===== src/rtl/eeprom_stream_reader_pkg.sv =====
// Shared definitions for the EEPROM stream reader: opcode, FSM encoding,
// header formatting and the byte-beat payload.
package eeprom_stream_reader_pkg;

  localparam logic [7:0]  EEPROM_READ_OP = 8'h03;
  localparam int unsigned HDR_WIDTH      = 24;

  typedef enum logic [2:0] {
    ST_IDLE = 3'd0,
    ST_CMD  = 3'd1,
    ST_ADDR = 3'd2,
    ST_READ = 3'd3,
    ST_HOLD = 3'd4,
    ST_FIN  = 3'd5
  } state_e;

  typedef struct packed {
    logic [7:0] index;
    logic [7:0] data;
  } stream_beat_t;

  // Opcode plus address, left-justified; an 8-bit address is padded with zeros.
  function automatic logic [HDR_WIDTH-1:0] header_word(input logic [15:0] addr,
                                                       input int unsigned addr_width);
    if (addr_width == 16) return {EEPROM_READ_OP, addr};
    return {EEPROM_READ_OP, addr[7:0], 8'h00};
  endfunction

endpackage


===== src/rtl/eeprom_stream_reader_spi_bit_engine.sv =====
// SPI mode-0 bit engine: SCLK divider, bit counter, MOSI shift-out, MISO shift-in.
// sclk doubles as the phase flag (0 = low phase, 1 = high phase).
module spi_bit_engine #(
  parameter int unsigned SCLK_DIV = 1,
  parameter int unsigned TX_WIDTH = 24
) (
  input  logic                clk,
  input  logic                nreset,
  input  logic                load,
  input  logic                run,
  input  logic                clear,
  input  logic [TX_WIDTH-1:0] tx_word,
  input  logic                miso,
  output logic                sclk,
  output logic                mosi,
  output logic [7:0]          rx_byte,
  output logic                byte_end_c
);

  localparam int unsigned    DIV_W    = (SCLK_DIV > 1) ? $clog2(SCLK_DIV) : 1;
  localparam logic [DIV_W-1:0] DIV_LAST = DIV_W'(SCLK_DIV - 1);

  logic [DIV_W-1:0]    div_cnt;
  logic [2:0]          bit_cnt;
  logic [TX_WIDTH-1:0] tx_shift;

  assign byte_end_c = run && sclk && (div_cnt == DIV_LAST) && (bit_cnt == 3'd7);

  always_ff @(posedge clk or negedge nreset) begin
    if (!nreset) begin
      div_cnt  <= '0;
      bit_cnt  <= '0;
      tx_shift <= '0;
      rx_byte  <= '0;
      sclk     <= 1'b0;
      mosi     <= 1'b0;
    end else if (clear) begin
      div_cnt <= '0;
      bit_cnt <= '0;
      sclk    <= 1'b0;
      mosi    <= 1'b0;
    end else if (load) begin
      div_cnt  <= '0;
      bit_cnt  <= '0;
      sclk     <= 1'b0;
      mosi     <= tx_word[TX_WIDTH-1];
      tx_shift <= {tx_word[TX_WIDTH-2:0], 1'b0};
      rx_byte  <= '0;
    end else if (run) begin
      if (div_cnt == DIV_LAST) begin
        div_cnt <= '0;
        sclk    <= !sclk;
        if (!sclk) begin
          rx_byte <= {rx_byte[6:0], miso};
        end else begin
          // End of a high phase: next bit's data goes out with the new low phase.
          bit_cnt  <= bit_cnt + 3'd1;
          mosi     <= tx_shift[TX_WIDTH-1];
          tx_shift <= {tx_shift[TX_WIDTH-2:0], 1'b0};
        end
      end else begin
        div_cnt <= div_cnt + DIV_W'(1);
      end
    end
  end

endmodule


===== src/rtl/eeprom_stream_reader.sv =====
// Burst reader for an SPI EEPROM: sends READ + address, then streams bytes out
// over valid/ready, freezing SCLK while a byte waits for the consumer.
module eeprom_stream_reader
  import eeprom_stream_reader_pkg::*;
#(
  parameter int unsigned NUM_BYTES  = 100,
  parameter int unsigned ADDR_WIDTH = 16,
  parameter int unsigned START_ADDR = 0,
  parameter int unsigned SCLK_DIV   = 1
) (
  input  logic       clk,
  input  logic       nreset,
  input  logic       start,
  input  logic       abort,
  input  logic       eeprom_out,
  output logic       eeprom_cs,
  output logic       eeprom_clk,
  output logic       eeprom_in,
  output logic [7:0] byte_out,
  output logic       byte_valid,
  input  logic       byte_ready,
  output logic [7:0] byte_index,
  output logic       busy,
  output logic       done
);

  localparam int unsigned          ADDR_BYTES = ADDR_WIDTH / 8;
  localparam logic [7:0]           LAST_INDEX = 8'(NUM_BYTES - 1);
  localparam logic [HDR_WIDTH-1:0] HEADER     = header_word(16'(START_ADDR), ADDR_WIDTH);

  state_e       state, state_next;
  logic         addr_cnt, addr_cnt_next;
  stream_beat_t beat, beat_next;
  logic         cs_next, valid_next, busy_next, done_next;
  logic         xfer_c, last_xfer_c, freeze_c, abort_c, load_c, run_c, clear_c, byte_end_c;
  logic [7:0]   rx_byte;

  assign byte_out   = beat.data;
  assign byte_index = beat.index;

  assign xfer_c      = byte_valid && byte_ready;
  assign last_xfer_c = xfer_c && (beat.index == LAST_INDEX);
  assign freeze_c    = byte_valid && !byte_ready;
  assign abort_c     = abort && (state != ST_IDLE);
  assign load_c      = (state == ST_IDLE) && start && !abort;
  // The engine stops dead on the final transfer so no stray SCLK edge precedes CS rising.
  assign run_c       = (state inside {ST_CMD, ST_ADDR, ST_READ, ST_HOLD}) &&
                       !freeze_c && !abort_c && !last_xfer_c;
  assign clear_c     = abort_c || last_xfer_c;

  spi_bit_engine #(
    .SCLK_DIV (SCLK_DIV),
    .TX_WIDTH (HDR_WIDTH)
  ) u_engine (
    .clk        (clk),
    .nreset     (nreset),
    .load       (load_c),
    .run        (run_c),
    .clear      (clear_c),
    .tx_word    (HEADER),
    .miso       (eeprom_out),
    .sclk       (eeprom_clk),
    .mosi       (eeprom_in),
    .rx_byte    (rx_byte),
    .byte_end_c (byte_end_c)
  );

  // State and registered outputs.
  always_ff @(posedge clk or negedge nreset) begin
    if (!nreset) begin
      state      <= ST_IDLE;
      addr_cnt   <= 1'b0;
      beat       <= '0;
      eeprom_cs  <= 1'b1;
      byte_valid <= 1'b0;
      busy       <= 1'b0;
      done       <= 1'b0;
    end else begin
      state      <= state_next;
      addr_cnt   <= addr_cnt_next;
      beat       <= beat_next;
      eeprom_cs  <= cs_next;
      byte_valid <= valid_next;
      busy       <= busy_next;
      done       <= done_next;
    end
  end

  // Next-state logic.
  always_comb begin
    state_next    = state;
    addr_cnt_next = addr_cnt;
    unique case (state)
      ST_IDLE: if (load_c) begin
        state_next    = ST_CMD;
        addr_cnt_next = 1'b0;
      end
      ST_CMD:  if (byte_end_c) state_next = ST_ADDR;
      ST_ADDR: if (byte_end_c) begin
        if (addr_cnt == 1'(ADDR_BYTES - 1)) state_next = ST_READ;
        else                                addr_cnt_next = addr_cnt + 1'b1;
      end
      ST_READ: if (last_xfer_c)   state_next = ST_FIN;
               else if (freeze_c) state_next = ST_HOLD;
      ST_HOLD: if (last_xfer_c)   state_next = ST_FIN;
               else if (xfer_c)   state_next = ST_READ;
      ST_FIN:  state_next = ST_IDLE;
      default: state_next = ST_IDLE;
    endcase
    if (abort_c) state_next = ST_IDLE;
  end

  // Output next-values; later assignments take priority.
  always_comb begin
    beat_next  = beat;
    cs_next    = eeprom_cs;
    valid_next = byte_valid;
    busy_next  = busy;
    done_next  = 1'b0;
    if (xfer_c) begin
      valid_next      = 1'b0;
      beat_next.index = beat.index + 8'd1;
    end
    if ((state == ST_READ) && byte_end_c) begin
      valid_next     = 1'b1;
      beat_next.data = rx_byte;
    end
    if (load_c) begin
      cs_next         = 1'b0;
      busy_next       = 1'b1;
      beat_next.index = 8'd0;
    end
    if (state == ST_FIN) begin
      busy_next       = 1'b0;
      beat_next.index = 8'd0;
    end
    if (last_xfer_c) begin
      cs_next   = 1'b1;
      done_next = 1'b1;
    end
    if (abort_c) begin
      cs_next    = 1'b1;
      valid_next = 1'b0;
      busy_next  = 1'b0;
      done_next  = 1'b0;
    end
  end

endmodule


===== config.mk =====
export PLATFORM = sky130hd
export DESIGN_NAME = eeprom_stream_reader
export DESIGN_NICKNAME = d
export VERILOG_FILES = /design/src/rtl/eeprom_stream_reader_pkg.sv /design/src/rtl/eeprom_stream_reader_spi_bit_engine.sv /design/src/rtl/eeprom_stream_reader.sv
export SDC_FILE = /design/constraint.sdc
export NUM_CORES = 1
export LEC_CHECK = 0
export ABC_AREA = 1
export CORE_MARGIN = 1.5
export CORE_UTILIZATION = 40
export DETAILED_ROUTE_END_ITERATION = 8
export PLACE_DENSITY = 0.72
export SLEW_MARGIN = 10
export SYNTH_ARGS = -nofsm -noshare
export SYNTH_HDL_FRONTEND = slang
export SYNTH_SLANG_ARGS = --single-unit

===== constraint.sdc =====
create_clock -name clk -period 1.53 [get_ports clk]
set_input_delay 0.306 -clock clk [delete_from_list [all_inputs] [get_ports clk]]
set_output_delay 0.306 -clock clk [all_outputs]
set_load 0.01 [all_outputs]

==> results.md, run 1 <==
* Max FO, Critical Path at 7
* CP max stage delay at 0.42 ns
* Yosys cell types at 23
* Syn. warnings at 0
* Antenna diode count at 0
* Skew-Pair Late Insertion Delay at 0.31 ns
* Clock-pin transition on the worst setup and hold timing paths at 0.10 ns
* Row count at 26
* Endpoints failing setup at 9
* Core Box Area at 5075 sq um
* CP startpoint kind: flip-flop
* CP Class: reg -> reg
* Fill cells at 464
* Critical Path End Type: flip-flop
* Total routed wirelength at 4681 um
* Relative max-transition margin at 0.7839
* Clock skew at 0.02120 ns
* Fin. Hold Viols at 0
* Number of nets in the layout at 332
* Most common library cell in the layout ignoring fill and taps: nand2_1
* Fmax at 0.6354 GHz
* Syn nets at 256
* Slew at the pin with the worst max-slew slack at 0.3238 ns
* Final GP Congestion at 0.8415
* Die area at 5683 sq um
* Min cycle time layout at 1.574 ns
* Lkg Pwr at 1.689 nW
* VDD IR max at 0.6153 mV
* Largest net degree at the start of global routing at 26
* Vias in the first global route at 1,680
* Drt via density at 4.718
* Initial DRC count at 157
* Avg Cell Area, Syn at 8.485 sq um
* Data required, critical path at 1.78 ns
* Global-route wire length before repair at 7465 um
* Detailed-route DRC error count at 0
* Synth top area share at 0.5134
* Vias at 1,859
* Failing checks: setup timing
* Die height at 75.39 um
* CTS tree: yes
* Area growth syn-to-layout at 43.10%
* Final Cycle Share at 1.029
* Initial antenna violation count at 0
* CP most frequent cell: nor2_4
* Max H-tree Level at 2
* Clock Path Buffers at 2
* Synth area leaders: dfrtp_1 (51%), nand2_1 (13%), inv_1 (5.2%)
* Max-slew violations at 0
* Worst path cell trace: nor2_4 -> nor2_4 -> nor2_4 -> nand3_4 -> nor2_4 -> nand2_4 -> o21ai_2
* Slowest CP cell: dfrtp_1
* IO Pins at 28
* Fin worst setup slack at -0.04375 ns
* Minimum hold slack at 0.3766 ns
* Placed Area at 2686 sq um
* Clock sink count at 44
* Worst Path Arrival at 1.82 ns
* Post-DP HPWL at 3228 um
* Total GRT Usage at 0.1752
* GRT overflow at 0
* Finished Cell Area at 2999 sq um
* IO Port Bufs at 27
* Root Buffer: clkbuf_8
* Yosys reg bits at 44
* PD cells at 1318 nW/um^2
* Total Power at 3.952 mW
* Avg WL per Cell at 11.88 um
* Most frequent cells in the layout: nand2_1 (66), dfrtp_1 (43), buf_4 (41), inv_1 (25), nor2_1 (18)
* TritonCTS Buffers at 5
* Post-Syn Area at 2096 sq um
* Status: finished, violations left
* Die width at 75.39 um
* Cells after Synth at 247
* Post-route ant nets at 0
* DRT Pass-1 Iters at 4
* Register area share after synthesis at 0.5260
* Share of cells above drive strength 1 at 0.2901
* RSZ-0062 raised after global routing: true
* Initial Util at 0.4130
* Biggest area consumer among synthesized cells: dfrtp_1
* Tightest Hold Check Type: in -> async
* Max-Cap Viols at 0
## cells by family after synthesis
family / count (synthesis) / share of synthesized area
flip-flops: 44 / 0.5260
adder cells (fa/ha/maj): 3 / 0.01791
buffers and inverters: 31 / 0.06268
AND/OR/NAND/NOR: 129 / 0.2800
AO/OA/AOI/OAI: 37 / 0.1009
XOR/XNOR: 3 / 0.01254
## routing by layer
layer | wire, um | part of all wire | vias to the layer above | track usage
met1 | 2097 | 0.45 | 877 | 0.2238
met5 | 0 | 0 | - | 0
met3 | 222 | 0.047 | 4 | 0.04762
met2 | 2325 | 0.50 | 38 | 0.2934
met4 | 35 | 0.0075 | 0 | 0.04960
li1 | - | - | 940 | -
## critical path: cells and delay by family, from the launching register on
kind               cells  cell delay [ns]
and+or+nand+nor        6             0.94
AOI/OAI and AO/OA      1             0.15
DFF                    1             0.42
## timing repair
| item | CTS | global route |
|---|---|---|
| hold endpoints to repair | 7 | 0 |
| pin swaps | 5 | 11 |
| hold buffers | 1 | 0 |
| setup endpoints to repair | 31 | 49 |
| setup buffers | 3 | 5 |
| cloned | 1 | 0 |
| gates resized for setup | 24 | 32 |
## cell type report
cell class | instances | area [sq um] | area share
clock buffers | 5 | 68.82 | 0.02295
inverters | 29 | 111.4 | 0.03713
multi-input cells | 173 | 978.4 | 0.3262
well taps | 70 | 87.58 | 0.02920
flip-flops and latches | 44 | 1102 | 0.3675
repair buffers | 70 | 603.1 | 0.2011
clock inverters | 3 | 47.55 | 0.01585
## path summary, 6_finish.rpt
path | endpoint | start | slack [ns] | cells after the start
max | byte_out[4]$_DFFE_PN0P_ | state[1]$_DFFE_PN0P_ | -0.04 | 7
min | state[2]$_DFFE_PN0P_ | nreset | 0.38 | 2
max reg2reg | byte_out[4]$_DFFE_PN0P_ | state[1]$_DFFE_PN0P_ | -0.04 | 7
min reg2reg | byte_out[7]$_DFFE_PN0P_ | byte_out[7]$_DFFE_PN0P_ | 0.48 | 2
max in group asynchronous | u_engine.mosi$_DFFE_PN0P_ | nreset | 0.57 | 3
min in group clk | byte_out[7]$_DFFE_PN0P_ | byte_out[7]$_DFFE_PN0P_ | 0.48 | 2
## per-stage QoR
stage	TNS [ns]	worst slack, ns	util	cells
after global routing	-1.702	-0.1312	0.5910	394
final	-0.2330	-0.04375	0.5910	394
after floorplan	-0.04901	-0.02018	-	247
after CTS	-0.01437	-0.009144	0.5668	389
after global placement	-9.347	-0.3098	0.5293	376
after detailed placement	-10.81	-0.3589	0.5293	376
## state kept, by name (all words and copies together) (netlist names)
signal,flops
byte_index,8
byte_out,8
u_engine.rx_byte,8
u_engine.tx_shift,7
state,3
u_engine.bit_cnt,3
addr_cnt,1
busy,1
byte_valid,1
done,1
eeprom_cs,1
u_engine.mosi,1
u_engine.sclk,1
## synthesized netlist by cell type
library cell,n
xor2_1,3
nand2_2,3
buf_6,2
o21ai_0,20
dfstp_2,1
and3_1,1
nand3_4,1
nand2_1,74
nand2_4,2
o22ai_1,2
ha_1,3
inv_1,29
nand3_1,14
nor2_1,25
o21ai_2,6
a21oi_1,7
dfrtp_1,43
nor2_2,1
a31oi_1,1
nand3_2,1
nor2_4,4
nand4_1,3
o21ai_1,1
## report_power, final
group	total, mW	switching (mW)	internal (mW)
logic	1.49	0.886	0.606
clock network	0.918	0.426	0.492
registers	1.54	0.138	1.40
total	3.95	1.45	2.50
(Power assumes the default switching activity.)
==> run 2, diff against run 1 <==
--- a/config.mk
+++ b/config.mk
@@ -6,7 +6,6 @@
 export NUM_CORES = 1
 export LEC_CHECK = 0
 export ABC_AREA = 1
-export CORE_MARGIN = 1.5
 export CORE_UTILIZATION = 40
 export DETAILED_ROUTE_END_ITERATION = 8
 export PLACE_DENSITY = 0.72
==> run 2 against run 1 <==
  * The flow still finishes with violations (setup timing)
  * Die area shrank 2.6%
  * Wire length fell by 0.34%
  * Cell area is 2.1% lower
  * Critical endpoint is now byte_out[0]$_DFFE_PN0P_
  * Via count fell by 2.0%
==> results.md, run 2 (synthesized netlist as in run 1, its figures left out) <==
* Post-DP HPWL at 3244 um
* Worst path cell trace: ha_2 -> nand2_2 -> nor2_4 -> nand3_4 -> nand3_4 -> nor2_4 -> nand2_4 -> o21ai_2
* Vias in the first global route at 1,841
* Area growth syn-to-layout at 40.12%
* Global-route wire length before repair at 7969 um
* Detailed-route DRC error count at 0
* Clock sink count at 44
* CP Class: reg -> reg
* CP max stage delay at 0.40 ns
* IO Pins at 28
* Total routed wirelength at 4665 um
* Final Cycle Share at 1.026
* Die width at 74.39 um
* Clock skew at 0.01048 ns
* Core Box Area at 4880 sq um
* DRT Pass-1 Iters at 4
* Most common library cell in the layout ignoring fill and taps: nand2_1
* Failing checks: setup timing
* Drt via density at 4.720
* Tightest Hold Check Type: reg -> reg
* Most frequent cells in the layout: nand2_1 (65), dfrtp_1 (43), buf_4 (32), inv_1 (25), nor2_1 (21)
* Slowest CP cell: dfrtp_1
* Total GRT Usage at 0.1913
* RSZ-0062 raised after global routing: true
* IO Port Bufs at 27
* Finished Cell Area at 2937 sq um
* Placed Area at 2673 sq um
* Max-Cap Viols at 0
* GRT overflow at 0
* Antenna diode count at 0
* Die height at 74.39 um
* Clock Path Buffers at 2
* Min cycle time layout at 1.569 ns
* Register area at 1102 sq um
* CTS tree: yes
* Fin. Hold Viols at 0
* Relative max-transition margin at 0.6991
* Slew at the pin with the worst max-slew slack at 0.4513 ns
* Share of cells above drive strength 1 at 0.2696
* Final GP Congestion at 0.9116
* Fin worst setup slack at -0.03902 ns
* Endpoints failing setup at 9
* Initial Util at 0.4295
* Max-slew violations at 0
* Fill cells at 455
* Fmax at 0.6373 GHz
* Max FO, Critical Path at 7
* VDD IR max at 0.6784 mV
* Buffer and inverter count on the worst path at 0
* Vias at 1,822
* Max H-tree Level at 2
* Fin Setup TNS at -0.1519 ns
* Initial antenna violation count at 0
* Worst Path Arrival at 1.80 ns
* Root Buffer: clkbuf_8
* CP startpoint kind: flip-flop
* Avg WL per Cell at 12.09 um
* Clock-pin transition on the worst setup and hold timing paths at 0.09 ns
* Data required, critical path at 1.76 ns
* Cell family with most CP delay: simple AND/OR/NAND/NOR gates
* Critical Path End Type: flip-flop
* Lkg Pwr at 1.658 nW
* Area of the multi-input gates at 959.7 sq um
* Die area at 5533 sq um
* Number of nets in the layout at 327
* Initial DRC count at 110
* Status: finished, violations left
* TritonCTS Buffers at 5
* PD cells at 1273 nW/um^2
* Row count at 25
* Skew-Pair Late Insertion Delay at 0.31 ns
* Post-route ant nets at 0
* Largest net degree at the start of global routing at 21
## run 2: per-stage QoR
stage               total power, mW  setup slack, ns  hold slack, ns  utilization  instances
floorplan                     2.358         -0.02018         0.01041            -        247
global placement              2.810          -0.3221          0.2853       0.5477        370
detailed placement            2.828          -0.4089          0.2813       0.5477        370
CTS                           3.695         -0.02268          0.4802       0.5833        385
global route                  4.003          -0.1320          0.4920       0.6018        386
finish                        3.737         -0.03902          0.4747       0.6018        386
## run 2: worst paths after layout
check / slack (ns) / depth (start not counted) / from / endpoint
max: -0.04 / 8 / byte_index[1]$_DFFE_PN0P_ / byte_out[0]$_DFFE_PN0P_
min: 0.47 / 2 / byte_out[7]$_DFFE_PN0P_ / byte_out[7]$_DFFE_PN0P_
max reg2reg: -0.04 / 8 / byte_index[1]$_DFFE_PN0P_ / byte_out[0]$_DFFE_PN0P_
min reg2reg: 0.47 / 2 / byte_out[7]$_DFFE_PN0P_ / byte_out[7]$_DFFE_PN0P_
max in group asynchronous: 0.58 / 3 / nreset / byte_index[2]$_DFFE_PN0P_
min in group asynchronous: 0.48 / 2 / nreset / state[2]$_DFFE_PN0P_
## run 2: repair_timing
| item | 4_1_cts | 5_1_grt |
|---|---|---|
| pin swaps | 4 | 6 |
| hold endpoints to repair | 16 | 0 |
| buffers inserted | 5 | 1 |
| resized for setup | 21 | 33 |
| endpoints found under the setup margin | 36 | 43 |
| cloned | 1 | 0 |
| hold buffers | 1 | 0 |
## run 2: worst min-delay path, stage by stage, from the launching register on
cell and delay, ns:
dfrtp_1 0.35, nand2_1 0.05, nand2_1 0.04
## run 2: power breakdown
group	leakage, nW	total (mW)	internal [mW]	switching, mW
logic	1.02	1.43	0.578	0.851
clock network	0.0404	0.764	0.324	0.441
registers	0.596	1.54	1.40	0.140
total	1.66	3.74	2.31	1.43
## run 2: layout make-up
cell class | count | area share
Clock buffer | 5 | 0.02343
Timing Repair Buffer | 65 | 0.2007
Clock inverter | 3 | 0.008095
Tap cell | 67 | 0.02855
Inverter | 29 | 0.03707
Sequential cell | 44 | 0.3754
Multi-Input combinational cell | 173 | 0.3268
## run 2: layer usage
layer  vias to the layer above  GRT usage  part of all wire
met2                        28     0.3333              0.52
met3                         4    0.04472             0.032
met1                       864     0.2303              0.44
met5                         -          0                 0
li1                        926          -                 -
met4                         0    0.06918            0.0060
==> RTL edit: new RTL, flow settings as in run 2 <==
Reset style: synchronous (`nreset`), changed in 2 clocked blocks.
--- a/src/rtl/eeprom_stream_reader_spi_bit_engine.sv
+++ b/src/rtl/eeprom_stream_reader_spi_bit_engine.sv
@@ -26,7 +26,7 @@
 
   assign byte_end_c = run && sclk && (div_cnt == DIV_LAST) && (bit_cnt == 3'd7);
 
-  always_ff @(posedge clk or negedge nreset) begin
+  always_ff @(posedge clk) begin
     if (!nreset) begin
       div_cnt  <= '0;
       bit_cnt  <= '0;
--- a/src/rtl/eeprom_stream_reader.sv
+++ b/src/rtl/eeprom_stream_reader.sv
@@ -66,7 +66,7 @@
   );
 
   // State and registered outputs.
-  always_ff @(posedge clk or negedge nreset) begin
+  always_ff @(posedge clk) begin
     if (!nreset) begin
       state      <= ST_IDLE;
       addr_cnt   <= 1'b0;
Behaviour: differs if nreset is asserted again (counterexample within 4 cycles, from zero or initial values and one cycle with nreset low); with nreset held inactive, the same outputs for 10 cycles.
==> RTL edit against run 2 <==
- the flow finishes with violations (DRC, setup timing)
- sequential cell count unchanged
- total power increased by 15%
- design area is essentially flat
- routed wire length rose by 8.1%
- setup slack lost 0.078 ns
- synthesized cell count is 6.5% higher
- critical endpoint is now u_engine.rx_byte[0]$_SDFFE_PN0P_
- clock skew decreased by 0.0015 ns
- largest cell class is now multi-input combinational cells
- via count increased by 8.3%
- synthesized area is 9.1% lower
- die area is 8.8% lower
- critical path type unchanged
==> RTL edit: results (changes against run 2) <==
Status
  • Status: finished with violations (unchanged)
  • Failing checks: DRC, setup timing (was setup timing)

Setup path
  • R2R Path Start: byte_index[0]$_SDFFE_PP0P_ (was byte_index[1]$_DFFE_PN0P_)
  • Crit-path slowest cell: dfxtp_2 (was dfrtp_1)
  • Crit path arrival time: 1.90 ns (was 1.80 ns)
  • Largest stage delay, worst path: 0.36 ns (was 0.40 ns)

Synth
  • Top cells by area, synth: dfxtp_1 46%, nand2_1 15%, a21oi_1 7.9% (was dfrtp_1 51%, nand2_1 13%, inv_1 5.2%)
  • Yosys cell types: 26 (was 23)
  • Commonest cells post-synth: 76 x nand2_1, 44 x dfxtp_1, 37 x nor2_1 (was 74 x nand2_1, 43 x dfrtp_1, 29 x inv_1)
  • Top_reg_cell synth: dfxtp_1 (was dfrtp_1)
  • Register area share after synthesis: 46.2% (was 52.6%)

Timing
  • Clock skew: 0.00901 ns (was 0.0105 ns)
  • Least-Margin Pin Slew: 0.350 ns (was 0.451 ns)
  • Final worst-path setup slack: -0.117 ns (was -0.0390 ns)
  • Final Setup Violations: 32 (was 9)

Detailed routing
  • DR iter-0 viols: 165 (was 110)
  • Routed wire length: 5050 microns (was 4670 microns)
  • Vias per cell: 5.04 (was 4.72)
  • Post-route DRC violation count: 3 (was 0)
  • Drt pass-1 iters: 6 (was 4)

Power and ir drop
  • Leakage power total: 1.35 nW (was 1.66 nW)
  • NetSw: 1.61 mW (was 1.43 mW)

Placed design
  • DP HPWL: 3000 microns (was 3240 microns)
  • Placed Area: 2500 sq um (was 2670 sq um)

Global routing
  • First-pass GRT wire length: 7750 microns (was 7970 microns)
  • Largest net degree at the start of global routing: 14 (was 21)
  • Vias in the first global route: 1813 (was 1841)

Final layout
  • Nets@finish: 348 (was 327)
  • Ratio of cells with drive above 1 in the final layout: 35.9% (was 27.0%)

Hold path
  • Hold Path Origin: addr_cnt$_SDFFE_PN0P_ (was byte_out[7]$_DFFE_PN0P_)
RTL edit: kinds of logic after synthesis:
| logic type | after synthesis |
|---|---|
| simple gates | 142 |
| flops | 44 |
| compound gates | 38 |
| buf+inv | 33 |
| xor+xnor | 3 |
| fa+ha+maj | 3 |
RTL edit: power by group through the flow:
stage / clock network (mW) / registers [mW] / logic, mW
floorplan: 0 / 1.34 / 0.891
global placement: 0 / 1.33 / 1.47
detailed placement: 0 / 1.33 / 1.49
CTS: 1.00 / 1.33 / 1.67
global route: 1.04 / 1.35 / 2.14
finish: 0.979 / 1.35 / 1.98
RTL edit: area by class of cell:
class                   count  area [sq um]  share of cell area [%]
inverters                  29           114                    3.88
clock inverters             1          30.0                    1.02
flip-flops and latches     44           900                    30.6
well taps                  52          65.1                    2.21
multi-input cells         188          1120                    38.1
clock buffers               7          96.3                    3.28
repair buffers             71           613                    20.9
RTL edit: per-layer routing:
metal  global-route usage [%]  wire length (microns)
met5                        0                      0
met1                     23.8                   2260
met2                     32.9                   2480
met4                     11.6                    109
met3                     3.28                    197
RTL edit: metrics by stage:
step | setup WS (ns) | setup TNS [ns] | std cells
2_1_floorplan | -0.0198 | -0.0672 | 263
3_3_place_gp | -0.414 | -13.75 | 375
3_5_place_dp | -0.447 | -14.49 | 375
5_1_grt | -0.222 | -5.30 | 392
6_report | -0.117 | -2.47 | 392
4_1_cts | -0.0979 | -1.07 | 389
RTL edit: timing repair:
action,in CTS,in global routing
buffers inserted,4,3
endpoints found under the setup margin,45,43
pin swaps,9,23
gates resized for setup,40,49
gates cloned,2,0
RTL edit: path summary, 6_finish.rpt:
kind                                                    endpoint  slack (ns)  depth (start not counted)
worst max register to register  u_engine.rx_byte[0]$_SDFFE_PN0P_       -0.12                          9
worst min-delay path                       addr_cnt$_SDFFE_PN0P_        0.46                          2
worst min register to register             addr_cnt$_SDFFE_PN0P_        0.46                          2
worst max-delay path            u_engine.rx_byte[0]$_SDFFE_PN0P_       -0.12                          9
RTL edit: worst register-to-register path: cells and delay by family, from the launching register on:
family	cells	cell delay (ns)
AOI/OAI and AO/OA	2	0.19
and+or+nand+nor	3	0.56
adders and majority gates	1	0.15
buffers and inverters	3	0.34
DFF	1	0.36
